<file path="src/rtl/uart_cmd_regfile_pkg.sv">
// uart_cmd_regfile_pkg
// Shared constants for the UART command decoder / register file:
//   - protocol opcodes (write 'W', read 'R')
//   - response bytes (ack 'K', nak '?')
//   - 3-bit state encoding used by the parser and the transmit sender
package uart_cmd_regfile_pkg;

    localparam logic [7:0] OP_WRITE = 8'h57;
    localparam logic [7:0] OP_READ  = 8'h52;

    localparam logic [7:0] RSP_ACK  = 8'h4B;
    localparam logic [7:0] RSP_NAK  = 8'h3F;

    localparam logic [2:0] ST_IDLE      = 3'd0;
    localparam logic [2:0] ST_GET_ADDR  = 3'd1;
    localparam logic [2:0] ST_GET_DATA  = 3'd2;
    localparam logic [2:0] ST_SEND      = 3'd3;
    localparam logic [2:0] ST_WAIT_ACK  = 3'd4;
    localparam logic [2:0] ST_WAIT_DONE = 3'd5;

endpackage

</file>
<file path="src/rtl/uart_cmd_regfile_sender.sv">
// uart_tx_sender
// Hands one response byte to uart_tx and follows its busy handshake.
// Ports:
//   clk        system clock
//   resetn     asynchronous active-low reset
//   req_i      one-cycle request; byte_i is captured in the same cycle
//   byte_i     response byte
//   tx_busy_i  uart_tx busy
//   tx_data_o  byte presented to uart_tx; held until the next request
//   tx_en_o    one-cycle transmit strobe
//   done_o     high in the cycle the sender returns to idle
module uart_tx_sender
    import uart_cmd_regfile_pkg::*;
(
    input  logic       clk,
    input  logic       resetn,
    input  logic       req_i,
    input  logic [7:0] byte_i,
    input  logic       tx_busy_i,
    output logic [7:0] tx_data_o,
    output logic       tx_en_o,
    output logic       done_o
);

    logic [2:0] state_q, state_d;
    logic [7:0] data_q, data_d;
    logic       en_q, en_d;
    logic       ack_cnt_q, ack_cnt_d;

    always_comb begin
        state_d   = state_q;
        data_d    = data_q;
        en_d      = 1'b0;
        ack_cnt_d = ack_cnt_q;
        done_o    = 1'b0;
        case (state_q)
            ST_IDLE: begin
                if (req_i) begin
                    data_d  = byte_i;
                    state_d = ST_SEND;
                end
            end
            ST_SEND: begin
                if (!tx_busy_i) begin
                    en_d      = 1'b1;
                    ack_cnt_d = 1'b0;
                    state_d   = ST_WAIT_ACK;
                end
            end
            ST_WAIT_ACK: begin
                // Give uart_tx two cycles to acknowledge; otherwise assume it missed us.
                if (tx_busy_i) begin
                    state_d = ST_WAIT_DONE;
                end else if (ack_cnt_q) begin
                    state_d = ST_IDLE;
                    done_o  = 1'b1;
                end else begin
                    ack_cnt_d = 1'b1;
                end
            end
            ST_WAIT_DONE: begin
                if (!tx_busy_i) begin
                    state_d = ST_IDLE;
                    done_o  = 1'b1;
                end
            end
            default: state_d = ST_IDLE;
        endcase
    end

    always_ff @(posedge clk or negedge resetn) begin
        if (!resetn) begin
            state_q   <= ST_IDLE;
            data_q    <= 8'h00;
            en_q      <= 1'b0;
            ack_cnt_q <= 1'b0;
        end else begin
            state_q   <= state_d;
            data_q    <= data_d;
            en_q      <= en_d;
            ack_cnt_q <= ack_cnt_d;
        end
    end

    assign tx_data_o = data_q;
    assign tx_en_o   = en_q;

endmodule

</file>
<file path="src/rtl/uart_cmd_regfile.sv">
// uart_cmd_regfile
// Byte-stream command decoder and NREGS x WORDSZ register file between uart_rx and uart_tx.
// Commands: 'W' addr data -> 'K' (or '?'), 'R' addr -> reg value (or '?').
// Optional inter-byte timeout enabled by defining UART_CMD_TIMEOUT_EN.
// Ports:
//   clk, resetn         100 MHz clock, asynchronous active-low reset
//   rx_data, rx_valid   received byte and its one-cycle strobe
//   rx_break            BREAK from uart_rx; aborts a partial command
//   tx_data, tx_en      response byte and one-cycle transmit strobe
//   tx_busy             uart_tx busy
//   regs_flat           register file, reg i at [i*WORDSZ +: WORDSZ]
//   cmd_err             sticky error flag, cleared only by reset
module uart_cmd_regfile
    import uart_cmd_regfile_pkg::*;
#(
    parameter int unsigned WORDSZ      = 8,
    parameter int unsigned NREGS       = 4,
    parameter int unsigned TIMEOUT_CYC = 100_000_000
) (
    input  logic                      clk,
    input  logic                      resetn,
    input  logic [7:0]                rx_data,
    input  logic                      rx_valid,
    input  logic                      rx_break,
    output logic [7:0]                tx_data,
    output logic                      tx_en,
    input  logic                      tx_busy,
    output logic [NREGS*WORDSZ-1:0]   regs_flat,
    output logic                      cmd_err
);

    localparam int unsigned AW = $clog2(NREGS);

    logic [2:0]        state_q, state_d;
    logic              is_write_q, is_write_d;
    logic [7:0]        addr_q, addr_d;
    logic              err_q, err_d;
    logic [WORDSZ-1:0] regs_q [NREGS];

    logic              req;
    logic [7:0]        rsp;
    logic              we;
    logic              done;
    logic              timeout;
    logic              in_cmd;

    assign in_cmd = (state_q == ST_GET_ADDR) || (state_q == ST_GET_DATA);

`ifdef UART_CMD_TIMEOUT_EN
    logic [26:0] tmo_q, tmo_d;

    // Entry to GET_ADDR always coincides with rx_valid, so clearing on rx_valid covers it.
    always_comb begin
        tmo_d = 27'd0;
        if (!rx_valid && in_cmd) begin
            tmo_d = tmo_q + 27'd1;
        end
    end

    always_ff @(posedge clk or negedge resetn) begin
        if (!resetn) begin
            tmo_q <= 27'd0;
        end else begin
            tmo_q <= tmo_d;
        end
    end

    // A byte in the expiry cycle takes precedence.
    assign timeout = in_cmd && !rx_valid && (tmo_q == 27'(TIMEOUT_CYC - 1));
`else
    assign timeout = 1'b0;
`endif

    always_comb begin
        state_d    = state_q;
        is_write_d = is_write_q;
        addr_d     = addr_q;
        err_d      = err_q;
        req        = 1'b0;
        rsp        = RSP_NAK;
        we         = 1'b0;
        case (state_q)
            ST_IDLE: begin
                // A byte coinciding with a break is discarded.
                if (rx_valid && !rx_break) begin
                    if (rx_data == OP_WRITE || rx_data == OP_READ) begin
                        is_write_d = (rx_data == OP_WRITE);
                        state_d    = ST_GET_ADDR;
                    end else begin
                        req     = 1'b1;
                        err_d   = 1'b1;
                        state_d = ST_SEND;
                    end
                end
            end
            ST_GET_ADDR: begin
                if (rx_break) begin
                    state_d = ST_IDLE;
                end else if (rx_valid) begin
                    if (is_write_q) begin
                        addr_d  = rx_data;
                        state_d = ST_GET_DATA;
                    end else begin
                        req     = 1'b1;
                        state_d = ST_SEND;
                        if (rx_data < 8'(NREGS)) begin
                            rsp = regs_q[rx_data[AW-1:0]];
                        end else begin
                            err_d = 1'b1;
                        end
                    end
                end else if (timeout) begin
                    err_d   = 1'b1;
                    state_d = ST_IDLE;
                end
            end
            ST_GET_DATA: begin
                if (rx_break) begin
                    state_d = ST_IDLE;
                end else if (rx_valid) begin
                    req     = 1'b1;
                    state_d = ST_SEND;
                    if (addr_q < 8'(NREGS)) begin
                        we  = 1'b1;
                        rsp = RSP_ACK;
                    end else begin
                        err_d = 1'b1;
                    end
                end else if (timeout) begin
                    err_d   = 1'b1;
                    state_d = ST_IDLE;
                end
            end
            ST_SEND: begin
                // Response in flight: no buffering, incoming bytes are lost.
                if (rx_valid) begin
                    err_d = 1'b1;
                end
                if (done) begin
                    state_d = ST_IDLE;
                end
            end
            default: state_d = ST_IDLE;
        endcase
    end

    always_ff @(posedge clk or negedge resetn) begin
        if (!resetn) begin
            state_q    <= ST_IDLE;
            is_write_q <= 1'b0;
            addr_q     <= 8'h00;
            err_q      <= 1'b0;
        end else begin
            state_q    <= state_d;
            is_write_q <= is_write_d;
            addr_q     <= addr_d;
            err_q      <= err_d;
        end
    end

    always_ff @(posedge clk or negedge resetn) begin
        if (!resetn) begin
            for (int i = 0; i < NREGS; i++) begin
                regs_q[i] <= '0;
            end
        end else if (we) begin
            regs_q[addr_q[AW-1:0]] <= rx_data;
        end
    end

    for (genvar g = 0; g < NREGS; g++) begin : g_flat
        assign regs_flat[g*WORDSZ +: WORDSZ] = regs_q[g];
    end

    assign cmd_err = err_q;

    uart_tx_sender u_sender (
        .clk       (clk),
        .resetn    (resetn),
        .req_i     (req),
        .byte_i    (rsp),
        .tx_busy_i (tx_busy),
        .tx_data_o (tx_data),
        .tx_en_o   (tx_en),
        .done_o    (done)
    );

endmodule

</file>
<file path="config.mk">
export PLATFORM = sky130hd
export DESIGN_NAME = uart_cmd_regfile
export DESIGN_NICKNAME = d
export VERILOG_FILES = /design/src/rtl/uart_cmd_regfile_pkg.sv /design/src/rtl/uart_cmd_regfile_sender.sv /design/src/rtl/uart_cmd_regfile.sv
export SDC_FILE = /design/constraint.sdc
export NUM_CORES = 1
export LEC_CHECK = 0
export CAP_MARGIN = 40
export CORE_UTILIZATION = 50
export DETAILED_ROUTE_END_ITERATION = 10
export PLACE_DENSITY = 0.84
export SLEW_MARGIN = 20
export SYNTH_ARGS = -nofsm -noshare
export SYNTH_HDL_FRONTEND = slang
export SYNTH_HIERARCHICAL = 1
export SYNTH_SLANG_ARGS = --single-unit
</file>
<file path="constraint.sdc">
create_clock -name clk -period 2.5 [get_ports clk]
set_input_delay 0.5 -clock clk [delete_from_list [all_inputs] [get_ports clk]]
set_output_delay 0.5 -clock clk [all_outputs]
set_load 0.05 [all_outputs]
</file>
# After elaboration in Yosys (flattened, before gate mapping)
# Cells that the tools add are included.
[classes]
order_cmp = 5
n_eq_ne = 26
n_mux = 60
n_bitwise = 3
reduce_logical = 15
[op_table]
columns = ["op", "count"]
rows = [
  ["8-bit two-way mux", 7],
  ["3-bit two-way mux", 11],
  ["32-bit bitwise mux", 1],
  ["2-bit inequality test (second input constant)", 15],
  ["1-bit two-way mux", 28],
  ["3-bit case mux with 4 select lines", 2],
  ["7-bit two-way mux", 3],
  ["8-bit binary-select mux with 2-bit select", 1],
  ["8-bit demux with 2-bit select", 1],
  ["8-bit by 7-bit equality test with 1-bit output (second input constant)", 2],
  ["8-bit by 3-bit less-than comparator with 1-bit output (second input constant)", 2],
  ["8-bit case mux with 2 select lines", 1],
  ["4-bit AND reduction", 3],
  ["11-bit AND reduction", 1],
  ["3-bit by 2-bit equality test with 1-bit output (second input constant)", 3],
  ["3-bit equality test (second input constant)", 2],
  ["3-bit >= comparator (second input constant)", 2],
  ["3-bit logical NOT", 2],
  ["3-bit inequality test (second input constant)", 2],
  ["2-bit inverter with 3-bit output", 2],
  ["3-bit AND reduction", 2],
  ["1-bit case mux with 2 select lines", 2],
  ["1-bit case mux with 4 select lines", 1],
  ["4-bit nonzero test", 1],
  ["11 further kinds", 12],
]
[word_totals]
ff_bits = 58
in_bits = 13
output_inout_bits = 42
elab_cells = 121

# Depth between registers and ports, before layout
# Gate-level depths: netlist of run 1.
[logic_depth]
ltp_word = 9
depth_mapped = 7
mapped_depth_nobuf = 6

# Hierarchy
# The synthesis of run 1 kept the hierarchy.
[by_module_without_submodules]
columns = ["mod", "instances", "cells_per_inst", "area_each_um2", "seq_area_each_um2"]
rows = [
  ["uart_cmd_regfile", 1, 172, 2317.2, 1101.1],
  ["uart_tx_sender", 1, 37, 545.5, 325.3],
]

# Worst setup path after synthesis of run 1
# Ideal clock, no wire load.
[synth_path]
kind = "input port to flip-flop"
start = "input rx_data[2]"
end = "register u_sender.data_q[0] (netlist: u_sender/tx_data_o[0])"
arrival_ns = 2.111
t_required_ns = 2.375
setup_slack_ns = 0.264
cell_stages = 6
path_cell_list = "clkbuf_1 -> xor2_1 -> o31ai_1 -> a311oi_1 -> nor4b_4 -> mux2_2"
[synth_between]
elab_chain_cells = 6
elab_cells_between_ends = 13
classes_between = "order compare: 1; eq/ne: 2; mux: 8; reduce/logical: 2"
[synth_lines]
columns = ["item", "line", "text"]
rows = [
  ["from (decl)", "uart_cmd_regfile.sv:22", "input logic [7:0] rx_data,"],
  ["8-bit by 7-bit equality test with 1-bit output", "uart_cmd_regfile.sv:86", "if (rx_data == OP_WRITE || rx_data == OP_READ) begin"],
  ["1-bit logical OR *", "uart_cmd_regfile.sv:86", ""],
  ["1-bit two-way mux *", "uart_cmd_regfile.sv:86", ""],
  ["1-bit two-way mux *", "uart_cmd_regfile.sv:85", "if (rx_valid && !rx_break) begin"],
  ["1-bit case mux with 3 select lines *", "uart_cmd_regfile.sv:82", "case (state_q)"],
  ["named net req", "uart_cmd_regfile.sv:40", "logic req;"],
  ["2-bit AND reduction (no source line) *", "n/a", ""],
  ["to (signal assigned)", "uart_cmd_regfile_sender.sv:79", "data_q <= data_d;"],
  ["to (decl)", "uart_cmd_regfile_sender.sv:26", "logic [7:0] data_q, data_d;"],
]
# Mark *: on every way through the listed nets, which the timed path passes. The rest lies on a longest branch.
# A chain may end at the register's enable or synchronous reset.

# Worst setup path in the final report of run 1
[layout_path]
start = "input rx_data[7]"
end = "register u_sender.data_q[6] (netlist: u_sender/tx_data_o[6])"
[layout_between]
elab_chain_cells = 6
elab_cells_between_ends = 13
classes_between = "order compare: 1; eq/ne: 2; mux: 8; reduce/logical: 2"
[layout_lines]
columns = ["item", "line", "text"]
rows = [
  ["8-bit by 3-bit less-than comparator with 1-bit output", "uart_cmd_regfile.sv:106", "if (rx_data < 8'(NREGS)) begin"],
  ["8-bit two-way mux", "uart_cmd_regfile.sv:106", ""],
  ["8-bit two-way mux", "uart_cmd_regfile.sv:100", "if (is_write_q) begin"],
  ["8-bit two-way mux", "uart_cmd_regfile.sv:99", "end else if (rx_valid) begin"],
  ["8-bit two-way mux", "uart_cmd_regfile.sv:97", "if (rx_break) begin"],
  ["8-bit case mux with 2 select lines", "uart_cmd_regfile.sv:82", ""],
  ["named net rsp[6]", "uart_cmd_regfile.sv:41", "logic [7:0] rsp;"],
]
# The timed path passes the listed nets, and every way through them passes these cells.

==> results.tsv, run 1 <==
stage	metric	value	unit
floorplan	dieArea	6030	um^2
route	ant_nets	0	
sta	min_period	2.27	ns
outcome	outcome	complete, no violations	
power_and_ir_drop	peakVddDrop	0.690	mV
cts	cts_buffer_depth	2	
synth	ys_seq_area_share	49.8	%
route	drtIter0Drc	90	
finish	final_common_cell	dfrtp_1	
setup_path	cp_cell_sequence	clkdlybuf4s50_1 -> buf_4 -> nor3_1 -> nand4_1 -> or3b_2 -> a21boi_0 -> mux2_2	
global_routing	overflow	0	
setup_path	rr_startpoint	state_q[1]	
cts	post_cts_resized	0	
floorplan	fp.dieH	77.7	um
cts	cts_tree	done	
global_routing	grt_pass1_wl	11000	um
finish	fillCellCount	396	
cts	htree_levels	3	
setup_path	end_kind	flop	
power_and_ir_drop	total_power	4150	uW
finish	multi_input_area	1360	um^2
sta	fin_crit_sh	90.8	%
synth	synth_cell_types	49	
place	preCtsSetupSlack	-0.0577	ns
global_routing	busiest_layer	met2	
global_routing	track_usage	24.6	%
setup_path	path_buf_inv	2	
floorplan	floorplan.rows	27	
synth	ys_async_sr_fraction	100	%
cts	postCtsSetupRepairBufs	0	
cts	clkSinkCount	57	
setup_path	r2r_cells	7	
sta	finalSetupViolCount	0	
setup_path	start_kind	primary input	
synth	synth.avg_cell_area	13.7	um^2
cts	numCtsBuffers	9	
place	place.gp.congestion	0.900	
setup_path	critical_path_peak_fanout	3	
synth	ys.flop_type	dfrtp_1	
finish	final_cell_mix	dfrtp_1 (57), clkdlybuf4s50_1 (53), mux2_2 (41)	
setup_path	cp_data_required_time	2.76	ns
cts	cts_hold_buffers	0	
route	wire_per_inst	18.3	um
global_routing	antenna_found_initial	0	
power_and_ir_drop	pwr-share-clk	23.2	%
route	vias	2057	
global_routing	met2_usage	39.7	%
global_routing	grt_start_max_net_pins	32	
power_and_ir_drop	p_leak	0.00169	uW
power_and_ir_drop	pwr-share-seq	32.2	%
worst_hold_path	holdCritPathClass	primary input to async pin	
flow_run	maxCapViolCount	0	
place	portBuffers	54	
floorplan	initial_utilization	52.0	%
synth	yosys_warnings	6	
setup_path	startpoint	rx_data[7]	
power_and_ir_drop	p_int	2510	uW
synth	synth_compound_area_share	6.03	%
route	drc	0	
synth	syn_area	2860	um^2
sta	rsz0062_at_grt	no	
power_and_ir_drop	netSwitchingFraction	39.6	%
power_and_ir_drop	p_per_area	1080	nW/um^2
synth	ys_ff_latch	57	
finish	n_antenna_cell	0	
synth	synth_top_family_by_area	multiplexers	
finish	drive_gt1_share	36.5	%
global_routing	met3_usage	6.82	%
place	dp_hpwl	4860	um
cts	clkSlewWorstSetupHoldPaths	0.06	ns
floorplan	coreArea	5510	um^2
synth	synthAdderAreaFrac	2.19	%
finish	fin_cells	365	
finish	regArea	1430	um^2
finish	area_delta_synth_final	34.4	%
setup_path	critical-path-top-delay-family	simple AND/OR/NAND/NOR gates	
sta	worst_pin_slew	0.622	ns
cts	clk_latency	0.33	ns
synth	synthCells	209	
sta	fmax	0.441	GHz
place	dp_cells	349	
sta	skew	0.00800	ns
power_and_ir_drop	combPwrFrac	44.6	%
sta	slew_headroom	58.5	%
sta	setup_ws	0.230	ns
setup_path	crit_cells	7	
global_routing	grtUsageMet1	31.1	%
route	drt_pass1_iterations	4	
cts	cts_root_buf	clkbuf_8	
synth	syn-num-nets	227	
setup_path	max_stage_delay	0.46	ns
route	drt_wl_total	6690	um
floorplan	die_w	77.7	um
synth	synth_edf_count	0	
synth	synth.area.mux_share	27.3	%
floorplan	io_pins	55	
setup_path	path_class	primary input to flop	
route	viasPerCell	5.64	
sta	slew_viol_final	0	
setup_path	crit_arrival	2.53	ns
power_and_ir_drop	switchingPower	1640	uW
synth	yosys.area_share.simple	11.5	%
global_routing	grt_pass1_vias	2138	
synth	synth_xor_area_share	0.306	%
sta	hold_viol	0	
finish	fin_nets	306	
setup_path	critPathSlowestCell	or3b_2	
## final cells by class
class,instances,share of cell area (%)
tap,72,2.34
clock buffer,11,3.93
sequential,57,37.1
timing repair buffer,76,18.9
inverter,6,0.585
clock inverter,5,2.02
multi-input combinational,138,35.2
## logic make-up (layout without fill, tap and decap cells)
| logic type | Yosys count | count (layout) |
|---|---|---|
| and+or+nand+nor | 48 | 48 |
| DFF | 57 | 57 |
| xor gates and xnor gates | 1 | 1 |
| AOI/OAI and AO/OA | 25 | 25 |
| adders and majority gates | 5 | 5 |
| muxes | 59 | 59 |
| buffers and inverters | 14 | 98 |
## per-layer routing
layer | wire [um] | part of all wire, %
met2 | 3290 | 49
met4 | 140 | 2.1
met5 | 0 | 0
met3 | 281 | 4.2
met1 | 2980 | 45
## flip-flops by register name, summed over array words and instances, names as in the netlist
register            count
u_sender/tx_en_o        1
state_q                 2
is_write_q              1
regs_flat              32
addr_q                  8
u_sender/tx_data_o      8
cmd_err                 1
u_sender/ack_cnt_q      1
u_sender/state_q        3
## worst paths after layout
kind	to	slack, ns
worst max register to register	u_sender/tx_data_o[6]	0.25
worst max-delay path	u_sender/tx_data_o[6]	0.23
max in group asynchronous	regs_flat[30]	1.74
min in group clk	cmd_err	0.46
worst min register to register	cmd_err	0.46
worst min-delay path	u_sender/tx_data_o[5]	0.19
## Yosys cell counts, types with 2 or more instances
cell	number	share of area, %
nor4_1	2	0.44
mux4_2	8	6.3
dfrtp_1	57	50
nand4_1	2	0.44
nor2b_1	2	0.44
clkbuf_1	2	0.26
buf_6	3	1.2
nor2_1	2	0.26
or3_1	2	0.44
a21boi_0	2	0.52
mux2i_1	2	0.70
nand2_1	10	1.3
nor3_1	7	1.2
o21ai_0	7	1.2
nand2b_1	3	0.66
mux2_2	41	16
a21oi_1	4	0.70
nand3b_1	2	0.52
nand3_1	4	0.70
inv_1	6	0.79
o21ba_2	2	0.70
mux2_4	8	4.2
ha_1	5	2.2
## through the flow
step | setup TNS (ns) | hold slack [ns] | utilization (%) | cell area [um^2]
finish | 0 | 0.191 | 69.9 | 3850
global route | 0 | 0.222 | 69.9 | 3850
CTS | 0 | 0.195 | 69.9 | 3850
detailed placement | -0.0577 | 0.449 | 65.7 | 3620
global placement | 0 | 0.449 | 65.7 | 3620
floorplan | 0 | 0.204 | - | 2860
## power groups by stage
stage               Clock (uW)  Sequential (uW)  Combinational, uW
finish                     964             1340               1850
global route              1030             1360               1960
CTS                        983             1340               1860
detailed placement           0             1350               1840
global placement             0             1340               1810
floorplan                    0             1900                664
No activity file was read; power rests on OpenSTA's default activity.
==> run 2: changes to the inputs <==
--- a/config.mk
+++ b/config.mk
@@ -5,10 +5,13 @@
 export SDC_FILE = /design/constraint.sdc
 export NUM_CORES = 1
 export LEC_CHECK = 0
+export ABC_AREA = 1
 export CAP_MARGIN = 40
+export CORE_MARGIN = 2
 export CORE_UTILIZATION = 50
 export DETAILED_ROUTE_END_ITERATION = 10
-export PLACE_DENSITY = 0.84
+export PLACE_DENSITY = 0.83
+export SKIP_LAST_GASP = 1
 export SLEW_MARGIN = 20
 export SYNTH_ARGS = -nofsm -noshare
 export SYNTH_HDL_FRONTEND = slang
==> run 2 against run 1 <==
Effect of this change:
- sequential power shrank 4%
- clock skew shrank 0.0017 ns
- clock-buffer cell count is the same
- largest cell class is now multi-input gates
- largest power group unchanged
==> results.tsv, run 2 <==
stage	metric	value	unit	change
cts	cts_hold_buffers	0		unchanged
setup_path	cp_data_required_time	2.00	ns	was 2.76 ns
sta	hold_slack	0.228	ns	was 0.191 ns
global_routing	track_usage	24.4	%	was 24.6%
setup_path	cp_cell_sequence	clkdlybuf4s50_1		was clkdlybuf4s50_1 -> buf_4 -> nor3_1 -> nand4_1 -> or3b_2 -> a21boi_0 -> mux2_2
power_and_ir_drop	total_power	4000	uW	was 4150 uW
sta	slew_headroom	49.7	%	was 58.5%
route	wire_per_inst	14.7	um	was 18.3 um
cts	post_cts_resized	0		unchanged
place	dp_hpwl	5830	um	was 4860 um
synth	ys_seq_area_share	44.7	%	was 49.8%
synth	synth_top_area_share	44.7	%	was 49.8%
route	dr.max_layer_used	met4		unchanged
global_routing	grt_pass1_vias	2817		was 2138
route	drc	0		unchanged
setup_path	max_stage_delay	0.83	ns	was 0.46 ns
setup_path	end_kind	output pin		was flop
cts	cts_buffer_depth	2		unchanged
floorplan	floorplan.rows	29		was 27
cts	postCtsSetupRepairBufs	0		unchanged
route	viasPerCell	5.39		was 5.64
route	wl_met3	496	um	was 281 um
setup_path	critical_path_peak_fanout	3		unchanged
synth	synth_top_area_cell	dfrtp_1		unchanged
sta	min_period	2.08	ns	was 2.27 ns
synth	yosys_warnings	6		unchanged
global_routing	overflow	0		unchanged
worst_hold_path	holdCritPathClass	primary input to async pin		unchanged
power_and_ir_drop	p_leak	0.00203	uW	was 0.00169 uW
setup_path	path_buf_inv	1		was 2
cts	cts_tree	done		unchanged
finish	final_common_cell	nand2_1		was dfrtp_1
floorplan	coreArea	6240	um^2	was 5510 um^2
floorplan	dieArea	7030	um^2	was 6030 um^2
sta	slew_viol_final	0		unchanged
synth	synth_edf_count	0		unchanged
sta	hold_viol	0		unchanged
power_and_ir_drop	p_per_area	985	nW/um^2	was 1080 nW/um^2
place	place.gp.congestion	0.859		was 0.900
finish	final_cell_area	4060	um^2	was 3850 um^2
setup_path	critical-path-top-delay-family	buffers and inverters		was simple AND/OR/NAND/NOR gates
floorplan	fp.dieH	83.9	um	was 77.7 um
setup_path	path_class	flop to output pin		was primary input to flop
cts	numCtsBuffers	9		unchanged
synth	ys.flop_type	dfrtp_1		unchanged
synth	synth_cell_types	31		was 49
power_and_ir_drop	peakVddDrop	0.598	mV	was 0.690 mV
synth	yosys-top-cells-count	nand2_1 (177), dfrtp_1 (57), inv_1 (29)		was dfrtp_1 (57), mux2_2 (41), nand2_1 (10)
floorplan	io_pins	55		unchanged
synth	ys_async_sr_fraction	100	%	unchanged
route	drt_wl_total	8150	um	was 6690 um
cts	cts_root_buf	clkbuf_8		unchanged
sta	fmax	0.480	GHz	was 0.441 GHz
synth	ys_ff_latch	57		unchanged
global_routing	grt_start_max_net_pins	34		was 32
finish	fin_nets	491		was 306
floorplan	die_w	83.9	um	was 77.7 um
route	ant_nets	0		unchanged
synth	syn_area	3190	um^2	was 2860 um^2
finish	drive_gt1_share	14.6	%	was 36.5%
synth	synthCells	405		was 209
cts	clkSlewWorstSetupHoldPaths	0.07	ns	was 0.06 ns
route	met1_length	3610	um	was 2980 um
synth	synth.avg_cell_area	7.87	um^2	was 13.7 um^2
place	portBuffers	54		unchanged
finish	area_delta_synth_final	27.1	%	was 34.4%
route	drt_pass1_iterations	5		was 4
finish	n_antenna_cell	0		unchanged
route	drtIter0Drc	266		was 90
floorplan	initial_utilization	51.1	%	was 52.0%
route	wl_met2	3890	um	was 3290 um
flow_run	maxCapViolCount	0		unchanged
setup_path	crit_arrival	1.58	ns	was 2.53 ns
global_routing	grt_pass1_wl	13800	um	was 11000 um
sta	skew	0.00626	ns	was 0.00800 ns
sta	rsz0062_at_grt	no		unchanged
synth	synth.most_common_cell	nand2_1		was dfrtp_1
synth	syn-num-nets	423		was 227
finish	fin_cells	555		was 365
sta	fin_crit_sh	83.3	%	was 90.8%
sta	worst_pin_slew	0.754	ns	was 0.622 ns
finish	final_cell_mix	nand2_1 (177), dfrtp_1 (57), clkdlybuf4s50_1 (53)		was dfrtp_1 (57), clkdlybuf4s50_1 (53), mux2_2 (41)
place	dpl_cell_area	3860	um^2	was 3620 um^2
finish	largest_register_ffs	32		unchanged
cts	clkSinkCount	57		unchanged
cts	clk_latency	0.34	ns	was 0.33 ns
setup_path	start_kind	flop		was primary input
finish	fillCellCount	521		was 396
sta	setup_tns	0	ns	unchanged
setup_path	critPathSlowestCell	clkdlybuf4s50_1		was or3b_2
global_routing	antenna_found_initial	0		unchanged
outcome	outcome	complete, no violations		unchanged
sta	finalSetupViolCount	0		unchanged
cts	htree_levels	3		unchanged
place	dp_cells	539		was 349
route	vias	2993		was 2057
synth	ys_top_cells_by_area	dfrtp_1 (45%), nand2_1 (21%), nand4_1 (5.3%), inv_1 (3.4%), nand3_1 (2.7%)		was dfrtp_1 (50%), mux2_2 (16%), mux4_2 (6.3%), mux2_4 (4.2%), ha_1 (2.2%)
-- run 2: cell count changes after synthesis, moves of 5 or more --
cell / change
buf_2: +5
inv_1: +23
inv_2: +6
mux2_2: -41
mux2_4: -8
mux4_2: -8
nand2_1: +167
nand3_1: +13
nand4_1: +25
nor2_1: +17
nor3_1: -7
o21ai_2: +9
-- run 2: cells by family after synthesis --
logic type                 share of synthesized area [%]
AOI/OAI and AO/OA                                   5.96
DFF                                                 44.7
and+or+nand+nor                                     41.1
buffers and inverters                               6.28
adders and majority gates                           1.96
-- run 2: per-stage QoR --
stage | worst slack [ns] | util [%]
after floorplan | 0.737 | -
after global placement | 0.203 | 61.8
after detailed placement | 0.140 | 61.8
after CTS | 0.406 | 65.0
after global routing | 0.344 | 65.0
final | 0.418 | 65.0
-- run 2: routing by layer --
layer  vias to the layer above  global-route usage, %
met5                         -                      0
met4                         0                   8.94
met3                        15                   4.06
met2                       120                   37.6
met1                      1415                   34.9
li1                       1443                      -
-- run 2: worst paths after layout --
| kind | slack [ns] | cells past startpoint | to | start |
|---|---|---|---|---|
| max | 0.42 | 1 | regs_flat[28] | regs_flat[28] |
| min | 0.23 | 1 | regs_flat[13] | resetn |
| max reg2reg | 0.61 | 8 | u_sender/tx_data_o[7] | state_q[1] |
| min reg2reg | 0.48 | 2 | cmd_err | cmd_err |
| max in group asynchronous | 1.57 | 2 | u_sender/tx_data_o[7] | resetn |
| min in group clk | 0.48 | 2 | cmd_err | cmd_err |
-- run 2: area by class of cell --
type | count | area [um^2] | area share [%]
multi-input combinational | 302 | 1560 | 38.5
sequential | 57 | 1430 | 35.2
timing repair buffer | 67 | 633 | 15.6
clock buffer | 11 | 141 | 3.49
inverter | 36 | 140 | 3.46
tap | 77 | 96.3 | 2.38
clock inverter | 5 | 55.1 | 1.36
-- run 2: report_power, final --
group | internal (uW) | switching, uW | total, uW
clock network | 483 | 375 | 858
logic | 610 | 1240 | 1850
registers | 1110 | 175 | 1290
